==> config.mk <==
export PLATFORM = sky130hd
export DESIGN_NAME = gpio_mul_sched
export DESIGN_NICKNAME = d
export VERILOG_FILES = /design/src/rtl/gpio_mul_pkg.sv /design/src/rtl/mul_sched_fifo.sv /design/src/rtl/gpio_mul_sched.sv
export SDC_FILE = /design/constraint.sdc
export NUM_CORES = 1
export LEC_CHECK = 0
export BUFFER_PORTS_ARGS = -buffer_cell sky130_fd_sc_hd__buf_4
export CORE_MARGIN = 2
export CORE_UTILIZATION = 40
export CTS_BUF_LIST = sky130_fd_sc_hd__clkbuf_16
export DETAILED_ROUTE_END_ITERATION = 6
export PLACE_DENSITY = 0.52
export SLEW_MARGIN = 20
export SYNTH_ARGS = -nofsm -noshare
export SYNTH_HDL_FRONTEND = slang
export SYNTH_SLANG_ARGS = --single-unit
==> constraint.sdc <==
create_clock -name clk -period 5.9 [get_ports clk]
set_input_delay 1.18 -clock clk [delete_from_list [all_inputs] [get_ports clk]]
set_output_delay 1.18 -clock clk [all_outputs]
set_load 0.01 [all_outputs]
==> src/rtl/gpio_mul_pkg.sv <==
// Shared constants, engine state encoding and helpers
// for the 24x24 multiply/popcount scheduler.
package gpio_mul_pkg;

  localparam logic [15:0] ADDR_A1  = 16'h0380;
  localparam logic [15:0] ADDR_A2  = 16'h0388;
  localparam logic [15:0] ADDR_W   = 16'h0390;
  localparam logic [15:0] ADDR_L   = 16'h0398;
  localparam logic [15:0] ADDR_CSR = 16'h03A0;

  typedef enum logic [2:0] {
    IDLE,
    LOAD,
    MUL,
    POP,
    STORE
  } eng_state_e;

  localparam int ST_BUSY   = 0;
  localparam int ST_JCNT   = 1;
  localparam int ST_RCNT   = 4;
  localparam int ST_EFULL  = 7;
  localparam int ST_EEMPTY = 8;
  localparam int ST_IEN    = 9;

  localparam int CT_CLR   = 0;
  localparam int CT_FLUSH = 1;
  localparam int CT_IEN   = 2;

  localparam int JOB_W = 48;
  localparam int RES_W = 39;

  function automatic logic [5:0] popcnt32(
    input logic [31:0] v
  );
    logic [5:0] n;
    n = '0;
    for (int i = 0; i < 32; i++)
      n = n + {5'h0, v[i]};
    return n;
  endfunction

endpackage

==> src/rtl/mul_sched_fifo.sv <==
// Synchronous FIFO with flush; full/empty
// come from the registered occupancy count.
module mul_sched_fifo #(
  parameter int W  = 8,
  parameter int D  = 4,
  parameter int AW = $clog2(D),
  parameter int CW = $clog2(D) + 1
) (
  input  logic          clk,
  input  logic          rst_n,
  input  logic          push_i,
  input  logic          pop_i,
  input  logic          flush_i,
  input  logic [W-1:0]  data_i,
  output logic [W-1:0]  data_o,
  output logic          full_o,
  output logic          empty_o,
  output logic [CW-1:0] count_o
);

  logic [W-1:0]  mem_q [D];
  logic [AW-1:0] wr_ptr_q;
  logic [AW-1:0] rd_ptr_q;
  logic [CW-1:0] cnt_q;
  logic          do_push;
  logic          do_pop;

  assign full_o  = (cnt_q == CW'(D));
  assign empty_o = (cnt_q == '0);
  assign count_o = cnt_q;
  assign data_o  = mem_q[rd_ptr_q];
  assign do_push = push_i & ~full_o;
  assign do_pop  = pop_i & ~empty_o;

  always_ff @(posedge clk) begin
    if (do_push && !flush_i)
      mem_q[wr_ptr_q] <= data_i;
  end

  always_ff @(posedge clk or negedge rst_n) begin
    if (!rst_n) begin
      wr_ptr_q <= '0;
      rd_ptr_q <= '0;
      cnt_q    <= '0;
    end else if (flush_i) begin
      wr_ptr_q <= '0;
      rd_ptr_q <= '0;
      cnt_q    <= '0;
    end else begin
      if (do_push)
        wr_ptr_q <= wr_ptr_q + AW'(1);
      if (do_pop)
        rd_ptr_q <= rd_ptr_q + AW'(1);
      cnt_q <= cnt_q + CW'(do_push) - CW'(do_pop);
    end
  end

endmodule

==> src/rtl/gpio_mul_sched.sv <==
// Bus-mapped job scheduler: queues operand pairs, runs a
// shift-add multiply plus popcount, queues results for readout.
module gpio_mul_sched
  import gpio_mul_pkg::*;
#(
  parameter int QDEPTH = 4
) (
  input  logic        clk,
  input  logic        n_reset,
  input  logic [15:0] saddress,
  input  logic        srd,
  input  logic        swr,
  input  logic [31:0] sdata_in,
  output logic [31:0] sdata_out,
  output logic [31:0] gpio_out,
  output logic        irq
);

  localparam int CW = $clog2(QDEPTH) + 1;

  eng_state_e  state_q, state_d;
  logic [47:0] acc_q, acc_d;
  logic [47:0] mcand_q, mcand_d;
  logic [23:0] mplier_q, mplier_d;
  logic [4:0]  bit_cnt_q, bit_cnt_d;
  logic [31:0] w_q, w_d;
  logic        v_q, v_d;
  logic [5:0]  l_q, l_d;

  logic [23:0] a1_q;
  logic [15:0] op_cnt_q;
  logic [31:0] sdata_out_q;
  logic        err_full_q, err_empty_q, ien_q, irq_q;

  logic [JOB_W-1:0] job_head;
  logic [RES_W-1:0] res_head;
  logic             job_full, job_empty, res_full, res_empty;
  logic [CW-1:0]    job_cnt, res_cnt;
  logic             job_pop, res_push;
  logic [31:0]      status, rdata;
  logic             unused_bits;

  logic wr_a1, wr_a2, wr_csr, rd_w, flush;
  assign wr_a1  = swr & (saddress == ADDR_A1);
  assign wr_a2  = swr & (saddress == ADDR_A2);
  assign wr_csr = swr & (saddress == ADDR_CSR);
  assign rd_w   = srd & (saddress == ADDR_W);
  assign flush  = wr_csr & sdata_in[CT_FLUSH];

  assign job_pop  = (state_q == LOAD);
  assign res_push = (state_q == STORE) & ~res_full & ~flush;
  assign unused_bits = ^sdata_in[31:24];

  mul_sched_fifo #(.W(JOB_W), .D(QDEPTH)) u_jobq (
    .clk     (clk),
    .rst_n   (n_reset),
    .push_i  (wr_a2),
    .pop_i   (job_pop),
    .flush_i (flush),
    .data_i  ({a1_q, sdata_in[23:0]}),
    .data_o  (job_head),
    .full_o  (job_full),
    .empty_o (job_empty),
    .count_o (job_cnt)
  );

  mul_sched_fifo #(.W(RES_W), .D(QDEPTH)) u_resq (
    .clk     (clk),
    .rst_n   (n_reset),
    .push_i  (res_push),
    .pop_i   (rd_w),
    .flush_i (flush),
    .data_i  ({w_q, v_q, l_q}),
    .data_o  (res_head),
    .full_o  (res_full),
    .empty_o (res_empty),
    .count_o (res_cnt)
  );

  always_comb begin
    status = '0;
    status[ST_BUSY]    = (state_q != IDLE);
    status[ST_JCNT+:3] = 3'(job_cnt);
    status[ST_RCNT+:3] = 3'(res_cnt);
    status[ST_EFULL]   = err_full_q;
    status[ST_EEMPTY]  = err_empty_q;
    status[ST_IEN]     = ien_q;
  end

  always_comb begin
    rdata = '0;
    unique case (1'b1)
      (saddress == ADDR_W):
        rdata = res_empty ? '0 : res_head[38:7];
      (saddress == ADDR_L):
        rdata = res_empty ? '0 : {25'h0, res_head[6:0]};
      (saddress == ADDR_CSR):
        rdata = status;
      default: rdata = '0;
    endcase
  end

  always_comb begin
    state_d   = state_q;
    acc_d     = acc_q;
    mcand_d   = mcand_q;
    mplier_d  = mplier_q;
    bit_cnt_d = bit_cnt_q;
    w_d       = w_q;
    v_d       = v_q;
    l_d       = l_q;
    unique case (state_q)
      IDLE: if (!job_empty) state_d = LOAD;
      LOAD: begin
        acc_d     = '0;
        mcand_d   = {24'h0, job_head[47:24]};
        mplier_d  = job_head[23:0];
        bit_cnt_d = '0;
        state_d   = MUL;
      end
      MUL: begin
        if (mplier_q[0])
          acc_d = acc_q + mcand_q;
        mcand_d   = mcand_q << 1;
        mplier_d  = mplier_q >> 1;
        bit_cnt_d = bit_cnt_q + 5'd1;
        if (bit_cnt_q == 5'd23)
          state_d = POP;
      end
      POP: begin
        l_d     = popcnt32(acc_q[31:0]);
        v_d     = (acc_q[47:32] == 16'h0);
        w_d     = acc_q[31:0];
        state_d = STORE;
      end
      STORE:
        if (!res_full)
          state_d = job_empty ? IDLE : LOAD;
      default: state_d = IDLE;
    endcase
    if (flush)
      state_d = IDLE;
  end

  always_ff @(posedge clk or negedge n_reset) begin
    if (!n_reset) begin
      state_q   <= IDLE;
      acc_q     <= '0;
      mcand_q   <= '0;
      mplier_q  <= '0;
      bit_cnt_q <= '0;
      w_q       <= '0;
      v_q       <= 1'b0;
      l_q       <= '0;
    end else begin
      state_q   <= state_d;
      acc_q     <= acc_d;
      mcand_q   <= mcand_d;
      mplier_q  <= mplier_d;
      bit_cnt_q <= bit_cnt_d;
      w_q       <= w_d;
      v_q       <= v_d;
      l_q       <= l_d;
    end
  end

  // Error set takes priority over a same-cycle clear.
  always_ff @(posedge clk or negedge n_reset) begin
    if (!n_reset) begin
      a1_q        <= '0;
      op_cnt_q    <= '0;
      sdata_out_q <= '0;
      err_full_q  <= 1'b0;
      err_empty_q <= 1'b0;
      ien_q       <= 1'b0;
      irq_q       <= 1'b0;
    end else begin
      if (flush)
        a1_q <= '0;
      else if (wr_a1)
        a1_q <= sdata_in[23:0];
      if (res_push)
        op_cnt_q <= op_cnt_q + 16'd1;
      if (srd)
        sdata_out_q <= rdata;
      if (wr_csr) begin
        ien_q <= sdata_in[CT_IEN];
        if (sdata_in[CT_CLR]) begin
          err_full_q  <= 1'b0;
          err_empty_q <= 1'b0;
        end
      end
      if (wr_a2 && job_full)
        err_full_q <= 1'b1;
      if (rd_w && res_empty)
        err_empty_q <= 1'b1;
      irq_q <= ien_q & (res_cnt != '0);
    end
  end

  assign sdata_out = sdata_out_q;
  assign gpio_out  = {16'h0, op_cnt_q};
  assign irq       = irq_q;

endmodule

==> reports/metrics.cfg <==
[cells_and_area]
multi_input_area_sq_mm=0.01015
antenna_cells=0
regArea_sq_mm=0.01690
fillCellCount=6137
drive_gt1_share_pct=16.22
final_cell_area_sq_mm=0.03171
layout.nets=2361
areaGrowthSynthToFinish_pct=13.52

[worst_setup_path]
required_ps=6360
worstPathArrival_ps=5470
crit_top_cell=fa_1
r2r_start=acc_q[1]$_DFFE_PN0P_
crit_slowest_cell=fa_1
crit_buf_inv=4
crit_family=adder cells
cp_slowest_stage_delay_ps=550
end_kind=register
critPathLaunch=acc_q[1]$_DFFE_PN0P_
cp_max_fo=3
crit_path_start_kind=register
path_class=register to register
path_cells=inv_1, fa_1, inv_1, fa_1, fa_1, fa_1, fa_1, inv_1, fa_1, inv_1, ha_1, fa_1, a21o_1, a21oi_1, xor2_1, o21ai_0

[power_and_ir_drop]
ir_worst_vdd_uv=579.8
p_leak_nw=12.66
power_density_mw_per_mm2=492.6

[floorplanning]
pin_count=117
die_area_sq_mm=0.07196
coreArea_sq_mm=0.06883
die_w_microns=268.3
initial_core_util_pct=40.59
rows=96
die_y_microns=268.3

[routing]
highest_layer=met4
routedWlPerCell_microns=19.84
drcViolationCount=0
wirelength_microns=63490
vias_per_cell=5.333
ant_nets=0
route.met2.wl_microns=30340
drt_first_pass_iters=7
wl_met1_microns=28820
wl_met3_microns=2861
drt-initial-drc-count=1115
vias=17070

[logic_synthesis]
synth_area_sq_mm=0.02793
ys_ff_latch=605
syn-mean-instance-area_sq_um=12.91
synth-edff-count=348
synth_area_leaders=edfxtp_1, dfrtp_1, mux4_2
synth_cells=2163
synth_top_area_share_pct=37.41
seq_area_frac_synth_pct=60.43
synth.distinct_cells=81
synth_async_sr_flop_share_pct=42.48
yosysWarningCount=0
yosys.area.top_type=edfxtp_1
ys.flop_type=edfxtp_1
synth_most_common_cell=edfxtp_1
yosys-top-cells-count=edfxtp_1, dfrtp_1, a21oi_1, nor2_1, nand2_1

[timing]
drv_slew=0
fin_crit_ps=5005
timing.hold.ws_ps=480.4
setup_viol=0
final.setup.tns_ps=0
worst_pin_slew_ps=1013
finalClockSkew_ps=30.61
hold_viol_final=0
fin_crit_sh_pct=84.83
relSlewSlack_pct=32.26
rsz0062_at_grt=false
max_freq_mhz=199.8

[clocking]
clock_latency_ps=620
root_buffer=clkbuf_16
path_clk_slew_ps=60
hold_buffers=0
h-tree-depth=3
cts_buffers=68
clockBufferDepth=3
cts_post_setup_buffers_inserted=0
cts_tree=yes
clock-sinks=605
cts_resized=0

[min_path]
hp-class=register to register
hold_start=op_cnt_q[15]$_DFFE_PN0P_

[global_route]
gr-total-overflow=0
grt_pass1_wl_microns=100300
gr-usage-all-layers_pct=18.00
grt_pass1_vias=17460
grt_start_max_net_pins=98
antenna_found_initial=0

[place]
portBuffers=92
gp_congestion=0.8409
hpwl_microns=40320
dpl_cell_area_sq_mm=0.02953

[flow_run]
timing.max_cap.violations=0

[outcome]
status=complete, no violations

-- placed cells by master (no fill, tap or decap), types with 10 or more instances in the layout --
cell type,count
clkbuf_16,72
fa_1,27
o22ai_1,51
mux4_2,87
conb_1,16
nor2_1,148
a21oi_1,167
nand2b_1,51
dfrtp_1,251
xnor2_1,41
o21ai_0,99
inv_1,116
a21o_1,36
xor2_1,28
mux2_2,26
nand3_1,87
o31ai_1,54
a22o_1,27
and3_1,18
nand4_1,15
edfxtp_1,348
a31oi_1,11
nand2_1,129
clkinv_1,10
buf_4,116
ha_1,68
-- metrics by stage --
step                      setup WS (ps)  std cells  power, W  util [%]
final                             895.1       3200   0.01562     46.07
after global routing              629.3       3200   0.01687     46.07
after CTS                         849.0       3200   0.01583     46.07
after detailed placement          850.9       3075   0.01164     42.91
after global placement            940.2       3075   0.01148     42.91
after floorplan                    1140       2178   0.01015         -
-- kinds of logic after synthesis --
kind of cell / after synthesis / synth area share, %
compound gates: 518 / 11.84
xor+xnor: 69 / 2.163
fa+ha+maj: 95 / 4.981
buf+inv: 245 / 3.566
flops: 605 / 60.43
mux: 117 / 8.206
other cells: 1 / 0.01342
simple gates: 513 / 8.797
-- power by group --
| part | switching (W) | total (W) | internal (W) |
|---|---|---|---|
| logic | 0.00330 | 0.00570 | 0.00240 |
| clock network | 0.00171 | 0.00413 | 0.00242 |
| registers | 0.000698 | 0.00578 | 0.00509 |
| total | 0.00571 | 0.0156 | 0.00991 |
-- layer usage --
layer	vias to the layer above	track usage (%)
met4	0	5.798
met3	95	3.180
met1	8578	24.51
met2	294	29.33
met5	-	0
li1	8100	-
-- path summary, 6_finish.rpt --
| kind | to | slack [ps] | depth (start not counted) |
|---|---|---|---|
| setup / recovery | l_q[4]$_DFFE_PN0N_ | 900 | 16 |
| hold / removal | op_cnt_q[15]$_DFFE_PN0P_ | 480 | 1 |
| setup reg to reg | l_q[4]$_DFFE_PN0N_ | 900 | 16 |
| hold reg to reg | op_cnt_q[15]$_DFFE_PN0P_ | 480 | 1 |
| max in group asynchronous | state_q[1]$_DFFE_PN0P_ | 4320 | 2 |
| min in group asynchronous | sdata_out[13]$_DFFE_PN0P_ | 530 | 1 |
-- state kept, by name (all words and copies together) (netlist names), 2 cells and up --
register,cells
u_resq.rd_ptr_q,2
u_resq.mem_q,156
u_jobq.count_o,3
u_resq.count_o,3
bit_cnt_q,5
a1_q,24
acc_q,48
mcand_q,48
state_q,3
u_resq.wr_ptr_q,2
sdata_out,32
mplier_q,24
u_jobq.rd_ptr_q,2
op_cnt_q,16
l_q,6
w_q,32
u_jobq.mem_q,192
u_jobq.wr_ptr_q,2
-- layout make-up --
class	count	share of cell area, %
Tap cell	931	3.673
Timing Repair Buffer	122	3.109
Clock buffer	72	5.682
Multi-Input combinational cell	1328	32.00
Sequential cell	605	53.29
Inverter	89	1.054
Clock inverter	53	1.192
(Power assumes the default switching activity.)
